File: config.mk
export PLATFORM = sky130hd
export DESIGN_NAME = axi_lite_reg_slave_flat
export DESIGN_NICKNAME = d
export VERILOG_FILES = /design/src/rtl/axi_lite_pkg.sv /design/src/rtl/axi_lite_reg_slave_if.sv /design/src/rtl/axi_lite_addr_decode.sv /design/src/rtl/axi_lite_reg_slave.sv /design/src/flat_wrapper.sv
export SDC_FILE = /design/constraint.sdc
export NUM_CORES = 1
export LEC_CHECK = 0
export ABC_AREA = 1
export BUFFER_PORTS_ARGS = -buffer_cell sky130_fd_sc_hd__buf_2
export CELL_PAD_IN_SITES_DETAIL_PLACEMENT = 2
export CELL_PAD_IN_SITES_GLOBAL_PLACEMENT = 2
export CORE_ASPECT_RATIO = 0.7
export CORE_MARGIN = 4
export CORE_UTILIZATION = 39
export CTS_CLUSTER_SIZE = 8
export DETAILED_ROUTE_END_ITERATION = 16
export PLACE_DENSITY = 0.83
export SYNTH_ARGS = -nofsm -noshare
export SYNTH_HDL_FRONTEND = slang
export SYNTH_SLANG_ARGS = --single-unit
export TNS_END_PERCENT = 1
File: constraint.sdc
create_clock -name s0_axi_aclk -period 13.6 [get_ports s0_axi_aclk]
set_input_delay 0.68 -clock s0_axi_aclk [delete_from_list [all_inputs] [get_ports s0_axi_aclk]]
set_output_delay 0.68 -clock s0_axi_aclk [all_outputs]
set_load 0.01 [all_outputs]
File: src/rtl/axi_lite_pkg.sv
// Shared types and constants for the AXI4-Lite register responder:
// FSM state encodings, response codes and the register map.
package axi_lite_pkg;

  typedef enum logic [1:0] {
    W_IDLE      = 2'd0,
    W_WAIT_DATA = 2'd1,
    W_WAIT_ADDR = 2'd2,
    W_RESP      = 2'd3
  } write_state_t;

  typedef enum logic {
    R_IDLE = 1'b0,
    R_DATA = 1'b1
  } read_state_t;

  // Single-bit response encoding used on this bus: 1 = OK, 0 = error.
  localparam logic RESP_OK  = 1'b1;
  localparam logic RESP_ERR = 1'b0;

  localparam int unsigned R0_ADDR = 32'h00;
  localparam int unsigned R1_ADDR = 32'h04;
  localparam int unsigned R2_ADDR = 32'h10;
  localparam int unsigned R3_ADDR = 32'h14;

  localparam int unsigned ALIAS_OFFSET = 8;
  localparam int unsigned ALIAS_BIT    = $clog2(ALIAS_OFFSET);

  localparam int unsigned NUM_REGS = 4;

endpackage

File: src/rtl/axi_lite_reg_slave_if.sv
// AXI4-Lite bus bundle between the interconnect (master) and the register
// responder (slave); clock and reset travel as separate scalar ports.
interface axi_lite_reg_slave_if #(
  parameter int DATA_WIDTH = 32,
  parameter int ADDR_WIDTH = 8
);

  logic [ADDR_WIDTH-1:0]   awaddr;
  logic                    awvalid;
  logic                    awready;
  logic [DATA_WIDTH-1:0]   wdata;
  logic [DATA_WIDTH/8-1:0] wstrb;
  logic                    wvalid;
  logic                    wready;
  logic                    bresp;
  logic                    bvalid;
  logic                    bready;
  logic [ADDR_WIDTH-1:0]   araddr;
  logic                    arvalid;
  logic                    arready;
  logic [DATA_WIDTH-1:0]   rdata;
  logic                    rresp;
  logic                    rvalid;
  logic                    rready;

  modport master (
    output awaddr, awvalid, wdata, wstrb, wvalid, bready, araddr, arvalid, rready,
    input  awready, wready, bresp, bvalid, arready, rdata, rresp, rvalid
  );

  modport slave (
    input  awaddr, awvalid, wdata, wstrb, wvalid, bready, araddr, arvalid, rready,
    output awready, wready, bresp, bvalid, arready, rdata, rresp, rvalid
  );

endinterface

File: src/rtl/axi_lite_addr_decode.sv
// Combinational address decoder: flags word-aligned in-window addresses,
// the read-only alias window, and the register index.
module axi_lite_addr_decode
  import axi_lite_pkg::*;
#(
  parameter int ADDR_WIDTH = 8
) (
  input  logic [ADDR_WIDTH-1:0] i_addr,
  output logic                  o_mapped,
  output logic                  o_alias,
  output logic [1:0]            o_index
);

  logic w_upper_zero;

  generate
    if (ADDR_WIDTH > 5) begin : gen_upper
      assign w_upper_zero = (i_addr[ADDR_WIDTH-1:5] == '0);
    end else begin : gen_no_upper
      assign w_upper_zero = 1'b1;
    end
  endgenerate

  assign o_mapped = (i_addr[1:0] == 2'b00) && w_upper_zero;
  assign o_alias  = i_addr[ALIAS_BIT];
  // addr[4] picks the R0/R1 versus R2/R3 pair, addr[2] the word within it.
  assign o_index  = {i_addr[4], i_addr[2]};

endmodule

File: src/rtl/axi_lite_reg_slave.sv
// AXI4-Lite responder with four RW registers and read-only alias windows.
// Write and read channels are independent FSMs with fully registered outputs.
module axi_lite_reg_slave
  import axi_lite_pkg::*;
#(
  parameter int DATA_WIDTH = 32,
  parameter int ADDR_WIDTH = 8
) (
  input  logic                  s0_axi_aclk,
  input  logic                  s0_axi_areset,
  axi_lite_reg_slave_if.slave   s0_axi
);

  localparam int STRB_WIDTH = DATA_WIDTH / 8;

  // ---------------- write channel ----------------
  write_state_t            r_wstate;
  write_state_t            w_wstate_next;
  logic                    r_awready;
  logic                    r_wready;
  logic                    r_bvalid;
  logic                    r_bresp;
  logic [ADDR_WIDTH-1:0]   r_awaddr;
  logic [DATA_WIDTH-1:0]   r_wdata;
  logic [STRB_WIDTH-1:0]   r_wstrb;

  logic                    w_aw_hs;
  logic                    w_w_hs;
  logic                    w_commit;
  logic [ADDR_WIDTH-1:0]   w_wr_addr;
  logic [DATA_WIDTH-1:0]   w_wr_data;
  logic [STRB_WIDTH-1:0]   w_wr_strb;
  logic                    w_aw_mapped;
  logic                    w_aw_alias;
  logic [1:0]              w_aw_index;
  logic                    w_wr_en;

  assign w_aw_hs = s0_axi.awvalid && r_awready;
  assign w_w_hs  = s0_axi.wvalid  && r_wready;

  always_comb begin
    w_wstate_next = r_wstate;
    case (r_wstate)
      W_IDLE: begin
        if (w_aw_hs && w_w_hs) w_wstate_next = W_RESP;
        else if (w_aw_hs)      w_wstate_next = W_WAIT_DATA;
        else if (w_w_hs)       w_wstate_next = W_WAIT_ADDR;
      end
      W_WAIT_DATA: if (w_w_hs)         w_wstate_next = W_RESP;
      W_WAIT_ADDR: if (w_aw_hs)        w_wstate_next = W_RESP;
      W_RESP:      if (s0_axi.bready)  w_wstate_next = W_IDLE;
      default:                         w_wstate_next = W_IDLE;
    endcase
  end

  // The commit edge is the one entering W_RESP; the channel completing the
  // pair on that edge is taken straight from the bus, the other from capture.
  assign w_commit  = (r_wstate != W_RESP) && (w_wstate_next == W_RESP);
  assign w_wr_addr = w_aw_hs ? s0_axi.awaddr : r_awaddr;
  assign w_wr_data = w_w_hs  ? s0_axi.wdata  : r_wdata;
  assign w_wr_strb = w_w_hs  ? s0_axi.wstrb  : r_wstrb;

  axi_lite_addr_decode #(.ADDR_WIDTH(ADDR_WIDTH)) u_aw_decode (
    .i_addr   (w_wr_addr),
    .o_mapped (w_aw_mapped),
    .o_alias  (w_aw_alias),
    .o_index  (w_aw_index)
  );

  assign w_wr_en = w_commit && w_aw_mapped && !w_aw_alias;

  always_ff @(posedge s0_axi_aclk or posedge s0_axi_areset) begin
    if (s0_axi_areset) begin
      r_wstate  <= W_IDLE;
      r_awready <= 1'b0;
      r_wready  <= 1'b0;
      r_bvalid  <= 1'b0;
      r_bresp   <= RESP_ERR;
    end else begin
      r_wstate  <= w_wstate_next;
      r_awready <= (w_wstate_next == W_IDLE) || (w_wstate_next == W_WAIT_ADDR);
      r_wready  <= (w_wstate_next == W_IDLE) || (w_wstate_next == W_WAIT_DATA);
      r_bvalid  <= (w_wstate_next == W_RESP);
      if (w_commit) begin
        r_bresp <= w_wr_en ? RESP_OK : RESP_ERR;
      end
    end
  end

  always_ff @(posedge s0_axi_aclk or posedge s0_axi_areset) begin
    if (s0_axi_areset) begin
      r_awaddr <= '0;
      r_wdata  <= '0;
      r_wstrb  <= '0;
    end else begin
      if (w_aw_hs) r_awaddr <= s0_axi.awaddr;
      if (w_w_hs) begin
        r_wdata <= s0_axi.wdata;
        r_wstrb <= s0_axi.wstrb;
      end
    end
  end

  // ---------------- register file ----------------
  logic [DATA_WIDTH-1:0] w_reg_vals [NUM_REGS];

  genvar gi;
  generate
    for (gi = 0; gi < NUM_REGS; gi++) begin : gen_reg
      logic [DATA_WIDTH-1:0] r_value;

      always_ff @(posedge s0_axi_aclk or posedge s0_axi_areset) begin
        if (s0_axi_areset) begin
          r_value <= '0;
        end else if (w_wr_en && (w_aw_index == 2'(gi))) begin
          for (int b = 0; b < STRB_WIDTH; b++) begin
            if (w_wr_strb[b]) r_value[b*8 +: 8] <= w_wr_data[b*8 +: 8];
          end
        end
      end

      assign w_reg_vals[gi] = r_value;
    end
  endgenerate

  // ---------------- read channel ----------------
  read_state_t           r_rstate;
  read_state_t           w_rstate_next;
  logic                  r_arready;
  logic                  r_rvalid;
  logic                  r_rresp;
  logic [DATA_WIDTH-1:0] r_rdata;

  logic                  w_ar_hs;
  logic                  w_ar_mapped;
  logic                  w_ar_alias_unused;
  logic [1:0]            w_ar_index;

  assign w_ar_hs = s0_axi.arvalid && r_arready;

  // Aliases read back the same register, so the alias flag plays no part here.
  axi_lite_addr_decode #(.ADDR_WIDTH(ADDR_WIDTH)) u_ar_decode (
    .i_addr   (s0_axi.araddr),
    .o_mapped (w_ar_mapped),
    .o_alias  (w_ar_alias_unused),
    .o_index  (w_ar_index)
  );

  always_comb begin
    w_rstate_next = r_rstate;
    case (r_rstate)
      R_IDLE:  if (w_ar_hs)       w_rstate_next = R_DATA;
      R_DATA:  if (s0_axi.rready) w_rstate_next = R_IDLE;
      default:                    w_rstate_next = R_IDLE;
    endcase
  end

  always_ff @(posedge s0_axi_aclk or posedge s0_axi_areset) begin
    if (s0_axi_areset) begin
      r_rstate  <= R_IDLE;
      r_arready <= 1'b0;
      r_rvalid  <= 1'b0;
      r_rresp   <= RESP_ERR;
      r_rdata   <= '0;
    end else begin
      r_rstate  <= w_rstate_next;
      r_arready <= (w_rstate_next == R_IDLE);
      r_rvalid  <= (w_rstate_next == R_DATA);
      // Sampling the register file here yields the pre-write value when a
      // write commits to the same register on this edge.
      if (w_ar_hs) begin
        r_rdata <= w_ar_mapped ? w_reg_vals[w_ar_index] : '0;
        r_rresp <= w_ar_mapped ? RESP_OK : RESP_ERR;
      end
    end
  end

  assign s0_axi.awready = r_awready;
  assign s0_axi.wready  = r_wready;
  assign s0_axi.bvalid  = r_bvalid;
  assign s0_axi.bresp   = r_bresp;
  assign s0_axi.arready = r_arready;
  assign s0_axi.rvalid  = r_rvalid;
  assign s0_axi.rresp   = r_rresp;
  assign s0_axi.rdata   = r_rdata;

endmodule

File: src/flat_wrapper.sv
// flat-port wrapper written by rule: the top's interface ports become plain ports
module axi_lite_reg_slave_flat import axi_lite_pkg::*;
#(
  parameter int DATA_WIDTH = 32,
  parameter int ADDR_WIDTH = 8
)
  (s0_axi_aclk, s0_axi_areset, s0_axi_awaddr, s0_axi_awvalid, s0_axi_wdata, s0_axi_wstrb, s0_axi_wvalid, s0_axi_bready, s0_axi_araddr, s0_axi_arvalid, s0_axi_rready, s0_axi_awready, s0_axi_wready, s0_axi_bresp, s0_axi_bvalid, s0_axi_arready, s0_axi_rdata, s0_axi_rresp, s0_axi_rvalid);
  axi_lite_reg_slave_if #(.DATA_WIDTH(DATA_WIDTH), .ADDR_WIDTH(ADDR_WIDTH)) s0_axi_i ();
  input  logic s0_axi_aclk;
  input  logic s0_axi_areset;
  input wire logic [$bits(s0_axi_i.awaddr)-1:0] s0_axi_awaddr;
  input wire logic [$bits(s0_axi_i.awvalid)-1:0] s0_axi_awvalid;
  input wire logic [$bits(s0_axi_i.wdata)-1:0] s0_axi_wdata;
  input wire logic [$bits(s0_axi_i.wstrb)-1:0] s0_axi_wstrb;
  input wire logic [$bits(s0_axi_i.wvalid)-1:0] s0_axi_wvalid;
  input wire logic [$bits(s0_axi_i.bready)-1:0] s0_axi_bready;
  input wire logic [$bits(s0_axi_i.araddr)-1:0] s0_axi_araddr;
  input wire logic [$bits(s0_axi_i.arvalid)-1:0] s0_axi_arvalid;
  input wire logic [$bits(s0_axi_i.rready)-1:0] s0_axi_rready;
  output wire logic [$bits(s0_axi_i.awready)-1:0] s0_axi_awready;
  output wire logic [$bits(s0_axi_i.wready)-1:0] s0_axi_wready;
  output wire logic [$bits(s0_axi_i.bresp)-1:0] s0_axi_bresp;
  output wire logic [$bits(s0_axi_i.bvalid)-1:0] s0_axi_bvalid;
  output wire logic [$bits(s0_axi_i.arready)-1:0] s0_axi_arready;
  output wire logic [$bits(s0_axi_i.rdata)-1:0] s0_axi_rdata;
  output wire logic [$bits(s0_axi_i.rresp)-1:0] s0_axi_rresp;
  output wire logic [$bits(s0_axi_i.rvalid)-1:0] s0_axi_rvalid;
  assign s0_axi_i.awaddr = s0_axi_awaddr;
  assign s0_axi_i.awvalid = s0_axi_awvalid;
  assign s0_axi_i.wdata = s0_axi_wdata;
  assign s0_axi_i.wstrb = s0_axi_wstrb;
  assign s0_axi_i.wvalid = s0_axi_wvalid;
  assign s0_axi_i.bready = s0_axi_bready;
  assign s0_axi_i.araddr = s0_axi_araddr;
  assign s0_axi_i.arvalid = s0_axi_arvalid;
  assign s0_axi_i.rready = s0_axi_rready;
  assign s0_axi_awready = s0_axi_i.awready;
  assign s0_axi_wready = s0_axi_i.wready;
  assign s0_axi_bresp = s0_axi_i.bresp;
  assign s0_axi_bvalid = s0_axi_i.bvalid;
  assign s0_axi_arready = s0_axi_i.arready;
  assign s0_axi_rdata = s0_axi_i.rdata;
  assign s0_axi_rresp = s0_axi_i.rresp;
  assign s0_axi_rvalid = s0_axi_i.rvalid;
  axi_lite_reg_slave #(.DATA_WIDTH(DATA_WIDTH), .ADDR_WIDTH(ADDR_WIDTH)) u_core (.s0_axi_aclk(s0_axi_aclk), .s0_axi_areset(s0_axi_areset), .s0_axi(s0_axi_i));
endmodule
==> metrics <==
most common cell after layout, fill and taps aside=nand2_1; Post-synth EDFFs=0; Worst-Margin Slew=about 1.1 ns; Seq/Total Area, Yosys=0.565; number of I/O pins=98; # H-tree levels=1; highest routed layer=met4; syn_area_per_cell=8.96 µm²; Hold WS=0.253 ns; Layout area overhead=16.1%; worst skew pair latency=0.55 ns; Total Die Area=26800 µm²; most used cell, CP=nand2_1; top_reg_cell synth=dfrtp_1; final antenna-violating net count=0; DR vias=about 8400; async set-or-reset flop fraction in the synthesized netlist=1.00; pwr dens=203 nW/µm²; Post-Syn Instances=approximately 1100; clock share of power=0.295; critical path class=reg2reg; largest family of logic cells by synthesized area=simple AND/OR/NAND/NOR gates; WL met2=16.5 mm; CTS tree=done; most frequent cells in the layout=352 x nand2_1, 213 x dfrtp_1, 137 x nand4_1, 96 x buf_2, 68 x nor2_1; compound-gate portion of the synthesized area=0.0596; Hold Path Class=in2async; #FFs+latches synth=213; Netlist cell types=24; clock skew=0.0215 ns; Multi-input gate area=~3800 µm²; Max-Cap Viols=0; Syn Nets=1112; vias in the first global route=9422; largest net degree at the start of global routing=102; Yosys top cell by area=dfrtp_1; diodes inserted=0; Detailed Place HPWL=18.7 mm; CTS buffer count=30; combinational power share=0.304; DR WL met3=1.30 mm; max-slew violations=0; # setup viols final=0; slowest CP cell=buf_4; delay-heaviest family, CP=simple AND/OR/NAND/NOR gates; Sink Count=213; Final Util=0.462; Flop pwr share=0.401; total gr overflow=0; chip width=194 µm; first-pass GRT wire length=approximately 54 mm; run status=complete, no violations; leakage=between 5 and 6 nW; Setup crit end kind=flip-flop; nets@finish=1186; CP max FO=between 90 and 100; clock period minus worst slack=3.43 ns; mux contribution to synthesized area=0.0382; Vias/cell=5.82; share of layout cells above drive strength 1=0.180; Fillers=between 2000 and 3000; sw frac=0.385; clock slew at reported path FFs=0.05 ns; CTS Root Cell=clkbuf_16; drt wl/cell=23.0 µm; drt pass-1 iters=4; postcts setup bufs=0; CP arrival=3.88 ns; GP Congestion=about 0.76; share of the synthesized area in the top cell type=0.565; detailed-route wire length=33.2 mm; mapped cell area=about 9400 µm²; Tcrit/Tclk final=0.252; Core ar.=23700 µm²; met1 wire length=14.9 mm; Die H=138 µm; YS warnings=0; IO Port Bufs=96; synthesized-area fraction occupied by and/or/nand/nor cells=0.299; FP Rows=47; Initial Util=0.398; Max Freq=292 MHz; CP startpoint kind=flip-flop; worst relative slew slack=0.289; FF/Latch Area=5330 µm²; DRT iter0 DRCs=570; internal power=1.37 mW; gr usage total=0.247; DRC=0; cell-by-cell trace of the critical path=nand2_2 > nand2_1 > nand2_1 > nor2_1 > nand3_1 > nor2_4 > buf_4 > nand4_1 > nand2_1; cts hold-fix bufs=0; RSZ-0062 raised after global routing=no; ranking of synthesized cells by area=dfrtp_1 57%, nand2_1 14%, nand4_1 9.1%, mux2_2 3.8%, o21ai_0 3.5%; final hold viol count=0; Worst path max stage delay=0.89 ns; Fin Setup TNS=0 ns; Bufs and invs on worst path=1; post-synthesis xor/xnor area fraction=0; Max VDD drop=0.0861 mV; Resized Gates After CTS=0; Net Sw Power=0.857 mW; Worst Path Required=14.06 ns; initial antenna violation count=0; Clock Path Buffers=3; adder-cell share of the synthesized area=0
[cells in the mapped netlist (3+ instances only)]
master    number
buf_1          5
inv_1         11
buf_4          4
nand4_2        7
mux2_2        32
o22ai_1       32
clkbuf_1      50
nand4_1      137
buf_2         14
nor2_2         4
inv_2          3
nor2_1        69
nand2_1      352
nand3_1       43
o21ai_0       66
dfrtp_1      213
[per-stage QoR]
stage / total power, mW / cells / area [µm²] / setup slack [ns]
2_1_floorplan: 1.31 / 1053 / 9430 / 7.10
3_3_place_gp: 1.51 / 1413 / 10200 / 10.01
3_5_place_dp: 1.56 / 1413 / 10200 / 9.91
4_1_cts: 2.24 / 1445 / 11000 / 10.15
5_1_grt: 2.35 / 1445 / 11000 / 9.85
6_report: 2.23 / 1445 / 11000 / 10.17
[routing by layer]
layer  track usage  up-vias
met1         0.336     4430
met2         0.427      179
met3        0.0353       42
li1              -     3755
met4        0.0481        0
met5             0        -
[worst reg2reg max path, stage by stage (launching register included)]
cell     delay [ns]
dfrtp_1        0.54
nand2_2        0.26
nand2_1        0.13
nand2_1        0.08
nor2_1         0.19
nand3_1        0.17
nor2_4         0.64
buf_4          0.90
nand4_1        0.28
nand2_1        0.17
[state kept, by name (all words and copies together) (netlist names), 2 cells and up]
signal / cells
u_core.gen.r_value: 128
u_core.r_awaddr: 8
u_core.r_wdata: 32
u_core.r_wstate: 2
u_core.r_wstrb: 4
u_core.s0_axi.rdata: 32
[area by class of cell]
class,instances,area share
repair buffers,115,0.0569
multi-input cells,752,0.343
flip-flops and latches,213,0.487
inverters,15,0.00583
clock inverters,1,0.000457
well taps,318,0.0363
clock buffers,31,0.0708
[final timing paths]
path | to | startpoint | cells after the start | slack, ns
worst max-delay path | u_core.gen_reg[2].r_value[9] | u_core.s0_axi.awready | 9 | 10.17
max in group asynchronous | u_core.s0_axi.rdata[11] | s0_axi_areset | 4 | 11.32
worst min-delay path | u_core.s0_axi.rdata[5] | s0_axi_areset | 2 | 0.25
min in group s0_axi_aclk | u_core.r_awaddr[0] | s0_axi_awaddr[0] | 3 | 0.43
worst min register to register | u_core.gen_reg[2].r_value[14] | u_core.gen_reg[2].r_value[14] | 2 | 0.47
worst max register to register | u_core.gen_reg[2].r_value[9] | u_core.s0_axi.awready | 9 | 10.17
[power groups by stage]
stage | Sequential [mW] | Combinational, mW | Clock (mW)
final | 0.894 | 0.677 | 0.656
after CTS | 0.893 | 0.675 | 0.669
after floorplan | 0.875 | 0.439 | 0
after global placement | 0.885 | 0.629 | 0
after global routing | 0.913 | 0.741 | 0.701
after detailed placement | 0.898 | 0.658 | 0
[cells by family (layout without fill, tap and decap cells)]
family	Yosys count	in the layout
and+or+nand+nor	618	618
DFF	213	213
AOI/OAI and AO/OA	102	102
buffers and inverters	88	162
muxes	32	32
Power figures use the tool's default switching activity.
